==> src/rtl/rsa_asip_pkg.sv <==
// Shared RSA ASIP types and memory-map constants.
// Used by the inbound loader and the system control logic.
package rsa_asip_pkg;

    localparam int MEM_ADDR_W = 18;

    localparam logic [MEM_ADDR_W-1:0] IO_SELECT_ADDR = 18'h3D08D;
    localparam logic [MEM_ADDR_W-1:0] IO_SECTOR_ADDR = 18'h3D08E;

    typedef enum logic [2:0] {
        IDLE,
        WAIT_REQ,
        WRITE,
        ACK,
        DONE
    } loader_state_t;

endpackage

==> src/rtl/sync_2ff.sv <==
// Two-flop synchroniser for asynchronous level inputs.
// Latency: 2 clk. No backpressure; output simply follows input.
module sync_2ff #(
    parameter int W = 1
) (
    input  logic         clk,
    input  logic         rst_n,
    input  logic [W-1:0] d_i,
    output logic [W-1:0] q_o
);

    logic [W-1:0] meta_q;
    logic [W-1:0] sync_q;

    always_ff @(posedge clk or negedge rst_n) begin
        if (!rst_n) begin
            meta_q <= '0;
            sync_q <= '0;
        end else begin
            meta_q <= d_i;
            sync_q <= meta_q;
        end
    end

    assign q_o = sync_q;

endmodule

==> src/rtl/gpio_input_loader.sv <==
// Inbound GPIO DMA: 4-phase strobe/ack byte source -> sequential data-memory writes.
// Latency: strobe pin high at edge k -> m_wren during k+2..k+3 -> gpio_ack at k+3.
// Backpressure: the source is paced by gpio_ack; the next byte is taken only after strobe falls.
module gpio_input_loader
    import rsa_asip_pkg::*;
#(
    parameter int                ADDR_W    = MEM_ADDR_W,
    parameter int                DATA_W    = 8,
    parameter logic [ADDR_W-1:0] BASE_ADDR = '0,
    parameter int unsigned       NUM_BYTES = 65536
) (
    input  logic              clk,
    input  logic              rst_n,
    input  logic              start,
    input  logic [DATA_W-1:0] gpio_in,
    input  logic              gpio_strobe,
    output logic              gpio_ack,
    output logic [ADDR_W-1:0] m_address,
    output logic [DATA_W-1:0] m_wdata,
    output logic              m_wren,
    output logic              busy,
    output logic              done,
    output logic [ADDR_W-1:0] count,
    output logic [15:0]       checksum
);

    localparam logic [ADDR_W-1:0] NUM_C = ADDR_W'(NUM_BYTES);

    // count never wraps and the load must stay clear of the switch-mapped IO window.
    if (NUM_BYTES < 1 || 64'(NUM_BYTES) > ((64'd1 << ADDR_W) - 64'd1)) begin : g_bad_num
        $error("gpio_input_loader: NUM_BYTES out of range for ADDR_W");
    end
    if ((64'(BASE_ADDR) + 64'(NUM_BYTES)) > 64'(IO_SELECT_ADDR)) begin : g_bad_map
        $error("gpio_input_loader: load region reaches IO_SELECT_ADDR");
    end

    logic strobe_s;
    logic start_q;
    logic start_rise;

    loader_state_t     state_q,    state_d;
    logic [ADDR_W-1:0] count_q,    count_d;
    logic [15:0]       checksum_q, checksum_d;
    logic [ADDR_W-1:0] addr_q,     addr_d;
    logic [DATA_W-1:0] wdata_q,    wdata_d;
    logic              wren_q,     wren_d;
    logic              ack_q,      ack_d;
    logic              busy_q,     busy_d;
    logic              done_q,     done_d;

    sync_2ff #(.W(1)) u_strobe_sync (
        .clk   (clk),
        .rst_n (rst_n),
        .d_i   (gpio_strobe),
        .q_o   (strobe_s)
    );

    assign start_rise = start & ~start_q;

    always_comb begin
        state_d    = state_q;
        count_d    = count_q;
        checksum_d = checksum_q;
        addr_d     = addr_q;
        wdata_d    = wdata_q;
        wren_d     = 1'b0;
        ack_d      = ack_q;
        busy_d     = busy_q;
        done_d     = done_q;
        case (state_q)
            IDLE, DONE: begin
                if (start_rise) begin
                    state_d    = WAIT_REQ;
                    count_d    = '0;
                    checksum_d = '0;
                    busy_d     = 1'b1;
                    done_d     = 1'b0;
                end
            end
            WAIT_REQ: begin
                // gpio_in is safe to sample here: the source holds it from before strobe rise.
                if (strobe_s) begin
                    state_d = WRITE;
                    wdata_d = gpio_in;
                    addr_d  = BASE_ADDR + count_q;
                    wren_d  = 1'b1;
                end
            end
            WRITE: begin
                state_d    = ACK;
                count_d    = count_q + 1'b1;
                checksum_d = checksum_q + 16'(wdata_q);
                ack_d      = 1'b1;
            end
            ACK: begin
                if (!strobe_s) begin
                    ack_d = 1'b0;
                    if (count_q == NUM_C) begin
                        state_d = DONE;
                        busy_d  = 1'b0;
                        done_d  = 1'b1;
                    end else begin
                        state_d = WAIT_REQ;
                    end
                end
            end
            default: begin
                state_d = IDLE;
                ack_d   = 1'b0;
                busy_d  = 1'b0;
                done_d  = 1'b0;
            end
        endcase
    end

    always_ff @(posedge clk or negedge rst_n) begin
        if (!rst_n) begin
            state_q    <= IDLE;
            start_q    <= 1'b0;
            count_q    <= '0;
            checksum_q <= '0;
            addr_q     <= '0;
            wdata_q    <= '0;
            wren_q     <= 1'b0;
            ack_q      <= 1'b0;
            busy_q     <= 1'b0;
            done_q     <= 1'b0;
        end else begin
            state_q    <= state_d;
            start_q    <= start;
            count_q    <= count_d;
            checksum_q <= checksum_d;
            addr_q     <= addr_d;
            wdata_q    <= wdata_d;
            wren_q     <= wren_d;
            ack_q      <= ack_d;
            busy_q     <= busy_d;
            done_q     <= done_d;
        end
    end

    // Registered outputs: wren_q is high exactly while state_q == WRITE, address already stable.
    assign gpio_ack  = ack_q;
    assign m_address = addr_q;
    assign m_wdata   = wdata_q;
    assign m_wren    = wren_q;
    assign busy      = busy_q;
    assign done      = done_q;
    assign count     = count_q;
    assign checksum  = checksum_q;

endmodule

==> config.mk <==
export PLATFORM = sky130hd
export DESIGN_NAME = gpio_input_loader
export DESIGN_NICKNAME = d
export VERILOG_FILES = /design/src/rtl/rsa_asip_pkg.sv /design/src/rtl/sync_2ff.sv /design/src/rtl/gpio_input_loader.sv
export SDC_FILE = /design/constraint.sdc
export NUM_CORES = 1
export LEC_CHECK = 0
export CAP_MARGIN = 10
export CORE_MARGIN = 2
export CORE_UTILIZATION = 50
export DETAILED_ROUTE_END_ITERATION = 7
export GPL_ROUTABILITY_DRIVEN = 1
export GPL_TIMING_DRIVEN = 1
export PLACE_DENSITY_LB_ADDON = 0.08
export SLEW_MARGIN = 10
export SYNTH_ARGS = -nofsm -noshare
export SYNTH_HDL_FRONTEND = slang
export SYNTH_SLANG_ARGS = --single-unit
export TNS_END_PERCENT = 100
==> constraint.sdc <==
create_clock -name clk -period 2.29 [get_ports clk]
set_input_delay 0.458 -clock clk [delete_from_list [all_inputs] [get_ports clk]]
set_output_delay 0.458 -clock clk [all_outputs]
set_load 0.02 [all_outputs]
==> metrics.txt <==
# TYPE chip_impl_metric gauge
chip_impl_metric{name="timing_max_transition_violations_final",unit=""} 0
chip_impl_info{name="worstSetupEndpointType",value="register"} 1
chip_impl_metric{name="async_reset_ff_frac",unit=""} 1.00
chip_impl_info{name="worstSetupStartpointType",value="register"} 1
chip_impl_metric{name="worstPathArrival",unit="ns"} 2.36
chip_impl_metric{name="postSynthRegisterBits",unit=""} 70
chip_impl_metric{name="cellLeakagePower",unit="nW"} 1.89
chip_impl_info{name="outcome",value="completed"} 1
chip_impl_info{name="clock-root-buffer",value="clkbuf_8"} 1
chip_impl_metric{name="internal-power",unit="mW"} 3.48
chip_impl_metric{name="power-per-cell-area",unit="mW/mm²"} 1290
chip_impl_metric{name="insertedDiodeCount",unit=""} 0
chip_impl_metric{name="layout_setup_ws",unit="ns"} 0.193
chip_impl_metric{name="initial_core_util",unit=""} 0.523
chip_impl_metric{name="portBuffers",unit=""} 75
chip_impl_metric{name="chipHeight",unit="µm"} 86.2
chip_impl_metric{name="areaGrowthSynthToFinish",unit="%"} 30.4
chip_impl_metric{name="max_cap_violations",unit=""} 0
chip_impl_metric{name="floorplan.die.width",unit="µm"} 86.2
chip_impl_metric{name="cts_max_path_buffers",unit=""} 2
chip_impl_metric{name="grt_antenna_before_repair",unit=""} 0
chip_impl_metric{name="route.detailed.drc",unit=""} 0
chip_impl_metric{name="globalRoute.totalOverflow",unit=""} 0
chip_impl_metric{name="syn_inst",unit=""} 308
chip_impl_metric{name="detailedRoute.firstPassIterationCount",unit=""} 4
chip_impl_metric{name="power.net_switching",unit="mW"} 2.19
chip_impl_metric{name="portion_of_total_power_attributed_to_combinational_logic",unit=""} 0.455
chip_impl_metric{name="cts.hold.buffers_added",unit=""} 0
chip_impl_metric{name="cts_htree_levels",unit=""} 3
chip_impl_metric{name="ios",unit=""} 76
chip_impl_metric{name="final-setup-viol-count",unit=""} 0
chip_impl_info{name="critical_path_class",value="reg -> reg"} 1
chip_impl_metric{name="pin_count_of_the_biggest_net_entering_global_routing",unit=""} 37
chip_impl_metric{name="routed_wl_per_cell",unit="µm"} 15.7
chip_impl_metric{name="synth-warning-count",unit=""} 0
chip_impl_metric{name="clk_pin_slew_worst_paths",unit="ns"} 0.08
chip_impl_info{name="unrepaired_setup_endpoints_after_global_routing",value="false"} 1
chip_impl_metric{name="placed_area",unit="mm²"} 0.00419
chip_impl_metric{name="clock_skew_after_layout",unit="ns"} 0.00744
chip_impl_info{name="ys_dominant_reg_cell",value="dfrtp_1"} 1
chip_impl_metric{name="synth_enable_flop_cells",unit=""} 0
chip_impl_info{name="cts_tree",value="yes"} 1
chip_impl_metric{name="relSlewSlack",unit=""} 0.605
chip_impl_metric{name="floorplan.core_area",unit="mm²"} 0.00646
chip_impl_metric{name="dp_hpwl",unit="µm"} 4960
chip_impl_metric{name="final_cell_area",unit="mm²"} 0.00440
chip_impl_metric{name="net_count_synth",unit=""} 331
chip_impl_metric{name="hold_violations",unit=""} 0
chip_impl_metric{name="dp_worst_setup_slack",unit="ns"} 0.156
chip_impl_metric{name="worstPathRequired",unit="ns"} 2.55
chip_impl_metric{name="vias_per_cell",unit=""} 5.59
chip_impl_metric{name="tritoncts.num_buffers",unit=""} 9
chip_impl_metric{name="wl",unit="µm"} 7300
chip_impl_metric{name="first_pass_grt_wire_length",unit="µm"} 12200
chip_impl_metric{name="first_global_vias",unit=""} 2477
chip_impl_info{name="synth_top_area_cell",value="dfrtp_1"} 1
chip_impl_metric{name="clock-sinks",unit=""} 70
chip_impl_metric{name="worst_vdd_ir",unit="µV"} 694
chip_impl_metric{name="drtAntennaViolNets",unit=""} 0
chip_impl_info{name="hold_path.class",value="in -> async"} 1
chip_impl_metric{name="tightestPinTransition",unit="ns"} 0.593
chip_impl_metric{name="grt_use_total",unit=""} 0.208
chip_impl_metric{name="core.rowCount",unit=""} 29
chip_impl_metric{name="vias",unit=""} 2605
chip_impl_metric{name="yosys.area.top_type_share",unit=""} 0.519
chip_impl_metric{name="synth.cell_area",unit="mm²"} 0.00338
chip_impl_metric{name="drt_iter0_drc",unit=""} 151
chip_impl_metric{name="path_max_fanout",unit=""} 7
chip_impl_metric{name="synth_seq_area_share",unit=""} 0.519
chip_impl_metric{name="clk-insertion-delay-late",unit="ns"} 0.33
chip_impl_metric{name="seq_power_share",unit=""} 0.355
chip_impl_metric{name="timing.final.crit_share",unit=""} 0.916
chip_impl_metric{name="p_clk_frac",unit=""} 0.189
chip_impl_metric{name="number_of_library_cell_types_mapped_by_synthesis",unit=""} 49
chip_impl_info{name="synth_area_leaders",value="dfrtp_1, mux2_2, ha_1, o21ai_0, nand2_1"} 1
chip_impl_metric{name="p_sw_frac",unit=""} 0.386
chip_impl_metric{name="dieArea",unit="mm²"} 0.00743
chip_impl_metric{name="routabilityCongestion",unit=""} 0.804
chip_impl_metric{name="timing.setup.tns",unit="ns"} 0
chip_impl_metric{name="achievable-frequency",unit="MHz"} 477
chip_impl_metric{name="proportion_of_layout_cells_with_a_drive_suffix_above_1",unit=""} 0.147
chip_impl_metric{name="syn_avg_cell_area",unit="µm²"} 11.0
chip_impl_metric{name="post-route-min-period",unit="ns"} 2.10
chip_impl_metric{name="finalNetCount",unit=""} 408
-- worst max-delay path: stages, from the launching register on --
cell and delay [ns]:
dfrtp_1 0.38, ha_1 0.22, inv_1 0.07, fa_1 0.39, nand2b_1 0.21, a21oi_2 0.21, o21ai_2 0.14, nor3_1 0.19
mux2i_1 0.21
-- placed cells by master (no fill, tap or decap), types with 2 or more instances in the layout --
cell             instances
clkdlybuf4s50_1         74
dfrtp_1                 70
nand2_1                 31
mux2_2                  26
o21ai_0                 25
nand3_1                 20
inv_1                   11
a21oi_1                 10
ha_1                    10
mux2i_1                  9
clkbuf_8                 9
o31ai_1                  8
nand4_1                  7
nor2_1                   7
nor3_1                   6
nand2b_1                 6
o211ai_1                 6
buf_4                    5
xor2_1                   4
nor2b_1                  3
nor4_1                   3
and4_1                   3
nor3b_2                  2
and3_1                   2
a22o_1                   2
bufinv_16                2
clkinv_4                 2
clkinv_2                 2
-- flip-flops by register name, indices dropped and copies added (netlist names) --
| name | count |
|---|---|
| m_wren | 1 |
| state_q | 3 |
| count | 18 |
| busy | 1 |
| m_wdata | 8 |
| gpio_ack | 1 |
| checksum | 16 |
| done | 1 |
| u_strobe_sync.meta_q | 1 |
| u_strobe_sync.q_o | 1 |
| start_q | 1 |
| m_address | 18 |
-- synthesized netlist by cell type, types with 4 or more instances --
cell type  instances
dfrtp_1           70
nand2_1           31
mux2_2            26
o21ai_0           25
nand3_1           20
a21oi_1           11
inv_1             11
ha_1              10
mux2i_1            9
o31ai_1            8
nand4_1            7
nor2_1             7
nand2b_1           6
nor3_1             6
o211ai_1           6
buf_2              5
clkbuf_1           4
xor2_1             4
-- stage by stage --
stage / hold slack [ns] / util / total power, mW / std cells
final: 0.0691 / 0.682 / 5.67 / 466
after global placement: 0.336 / 0.649 / 4.56 / 451
after floorplan: 0.162 / - / 3.55 / 308
after global routing: 0.0920 / 0.682 / 6.07 / 466
after detailed placement: 0.337 / 0.649 / 4.61 / 451
after CTS: 0.0766 / 0.681 / 5.71 / 466
-- path summary, 6_finish.rpt --
path / startpoint / end / slack [ns] / depth (start not counted)
min in group clk: u_strobe_sync.meta_q / u_strobe_sync.q_o / 0.35 / 0
min: rst_n / m_wdata[3] / 0.07 / 1
max: m_wdata[0] / checksum[14] / 0.19 / 8
min reg2reg: u_strobe_sync.meta_q / u_strobe_sync.q_o / 0.35 / 0
max in group asynchronous: rst_n / m_address[13] / 1.68 / 2
max reg2reg: m_wdata[0] / checksum[14] / 0.19 / 8
-- power by group through the flow --
stage	registers, mW	clock network [mW]	logic, mW
after floorplan	2.40	0	1.14
after global placement	2.02	0	2.54
after detailed placement	2.04	0	2.57
after CTS	2.02	1.10	2.59
after global routing	2.09	1.16	2.82
final	2.01	1.07	2.58
-- metal layers --
metal  share of wire  up-vias  global-route usage
met5               0        -                   0
met3           0.044        5              0.0543
met2            0.47       67               0.328
met1            0.48     1262               0.290
li1                -     1271                   -
met4          0.0071        0              0.0568
-- cell type report --
type	instances	area (µm²)
Timing Repair Buffer	80	798
Clock inverter	6	87.6
Tap cell	77	96.3
Inverter	11	41.3
Fill cell	490	2050
Sequential cell	70	1750
Multi-Input combinational cell	213	1510
Clock buffer	9	124
-- timing repair --
| item | in CTS | in global routing |
|---|---|---|
| buffers inserted | 0 | 0 |
| resized for setup | 0 | 1 |
| setup endpoints to repair | 0 | 1 |
-- cell families (layout without fill, tap and decap cells) --
group                    count (synthesis)  in the layout  share of synthesized area
XOR/XNOR                                 5              5                     0.0130
adder cells (fa/ha/maj)                 11             11                     0.0430
AO/OA/AOI/OAI                           64             64                      0.118
buffers and inverters                   25            106                     0.0385
flip-flops                              70             70                      0.519
multiplexers                            35             35                      0.113
AND/OR/NAND/NOR                         98             98                      0.156
Note: power is estimated with default switching activity, not from simulation.
==> RTL edit (same settings) <==
Take the reset off `checksum_q`, `addr_q` and `wdata_q` and load them in a clocked block of their own.
--- a/src/rtl/gpio_input_loader.sv
+++ b/src/rtl/gpio_input_loader.sv
@@ -118,9 +118,6 @@
             state_q    <= IDLE;
             start_q    <= 1'b0;
             count_q    <= '0;
-            checksum_q <= '0;
-            addr_q     <= '0;
-            wdata_q    <= '0;
             wren_q     <= 1'b0;
             ack_q      <= 1'b0;
             busy_q     <= 1'b0;
@@ -129,14 +126,17 @@
             state_q    <= state_d;
             start_q    <= start;
             count_q    <= count_d;
-            checksum_q <= checksum_d;
-            addr_q     <= addr_d;
-            wdata_q    <= wdata_d;
             wren_q     <= wren_d;
             ack_q      <= ack_d;
             busy_q     <= busy_d;
             done_q     <= done_d;
         end
+    end
+
+    always_ff @(posedge clk) begin
+        checksum_q <= checksum_d;
+        addr_q     <= addr_d;
+        wdata_q    <= wdata_d;
     end
 
     // Registered outputs: wren_q is high exactly while state_q == WRITE, address already stable.
Behaviour: differs if rst_n is asserted again (counterexample within 4 cycles, from zero or initial values and one cycle with rst_n low); with rst_n held inactive, the same outputs for 10 cycles.
==> RTL edit against the original RTL <==
- synthesized area down 3.4%
- utilization up 1.2 points
- sequential share of layout area up 5.0 points
- critical path type unchanged
- synthesized cell count down 8.4%
- setup slack worse by 0.037 ns
- die area down 3.2%
- sequential cell count unchanged
- critical path depth down 2
- first-iteration DRC count down 29%
- wire length down 4.9%
- count of clock-buffer cells in the layout up 4
- design area down 0.60%
- largest cell class unchanged
Power is not compared: it rests on default switching activity, and its combinational part moved more than twofold at a synthesized area within 25%.
==> RTL edit: results (changes against the original RTL) <==
[cells_and_area]
n_clock_buffer = 13  ; +4
nFlopsAndLatches = 70  ; unchanged
clk_share_pct = 4.94  ; +0.14 points
buffer_area_share_pct = 19.1  ; +1.0 points
multi_input_area_share_pct = 27.6  ; -6.6 points
final_util_pct = 69.3  ; +1.2 points
drive_gt1_share_pct = 9.07  ; -5.6 points
signal_buffers = 85  ; +6.3%
fillers = 494  ; +0.82%
nNetsFinal = 393  ; -3.7%
inv_count = 15  ; +4
multi_input_gates = 189  ; -11%

[critical_path]
crit_family = simple AND/OR/NAND/NOR gates
rrSetupSlack_ns = 0.16  ; -0.04 ns
worst_path_largest_cell_delay_ns = 0.42  ; +0.03 ns
arrival_ns = 2.33  ; -0.03 ns
slowest_stage = edfxtp_1
crit_path_max_fanout = 4  ; -3

[synthesis]
synth_fa_ha_area_share_pct = 4.45  ; +0.15 points
synthArstFlopShare_pct = 40.0  ; -60 points
syn_area_per_cell_um2 = 11.6  ; +5.5%
synth.mux.area_fraction_pct = 1.84  ; -9.5 points
synth-edff-count = 42  ; +42
syn-num-nets = 305  ; -7.9%
yosysUniqueCellTypes = 48  ; -2.0%
synth_compound_area_share_pct = 11.4  ; -0.43 points
synth_ff_type = edfxtp_1
synth-seq-area-share_pct = 60.1  ; +8.3 points
synthXorXnorAreaFrac_pct = 1.07  ; -0.22 points
synthTopCellsByCount = edfxtp_1, dfrtp_1, nand2_1

[global_route]
globalRouteMet2Util_pct = 32.1  ; -0.77 points
first_global_vias = 2450  ; -1.1%
grt_pass1_wl_mm = 11.4  ; -6.6%
grt_use_met3_pct = 5.80  ; +0.37 points
grt_max_degree = 29  ; -22%
use_met1_pct = 26.8  ; -2.2 points
track_usage_pct = 20.2  ; -0.64 points

[detailed_routing]
wl_met3_um = 370  ; +16%
via_per_inst = 5.64  ; +0.92%
met1Wirelength_mm = 3.13  ; -9.8%
wl_met2_mm = 3.34  ; -3.6%
drt_wl_total_mm = 6.95  ; -4.9%

[placed_design]
place_ws_ns = 0.130  ; -0.0259 ns
dpl.cell_count = 436  ; -3.3%
gp_congestion = 0.849  ; +5.7%
dp.final_hpwl_mm = 4.94  ; -0.40%

[worst_hold_path]
hp-class = flop to flop

[sta]
worst_slew_pin_slew_ns = 0.394  ; -0.199 ns

[status]
status = finished clean

## RTL edit: changes by cell type after synthesis, moves of 4 or more
cell,unedited run,this run
nand2_1,31,27
edfxtp_1,0,42
buf_2,5,1
nand2b_1,6,2
nor3_1,6,17
mux2_2,26,0
dfrtp_1,70,28
nand3_1,20,16
o21ai_0,25,19
nor2_1,7,15
a31oi_1,1,6
## RTL edit: final timing paths
kind / from / end / depth (start not counted)
max: m_wdata[5]$_DFFE_PP_ / checksum[15]$_SDFFCE_PN0P_ / 6
max in group asynchronous: rst_n / count[6]$_DFFE_PN0P_ / 2
min: u_strobe_sync.meta_q$_DFF_PN0_ / u_strobe_sync.q_o$_DFF_PN0_ / 0
max reg2reg: m_wdata[5]$_DFFE_PP_ / checksum[15]$_SDFFCE_PN0P_ / 6
min reg2reg: u_strobe_sync.meta_q$_DFF_PN0_ / u_strobe_sync.q_o$_DFF_PN0_ / 0
min in group asynchronous: rst_n / m_wren$_DFF_PN0_ / 2
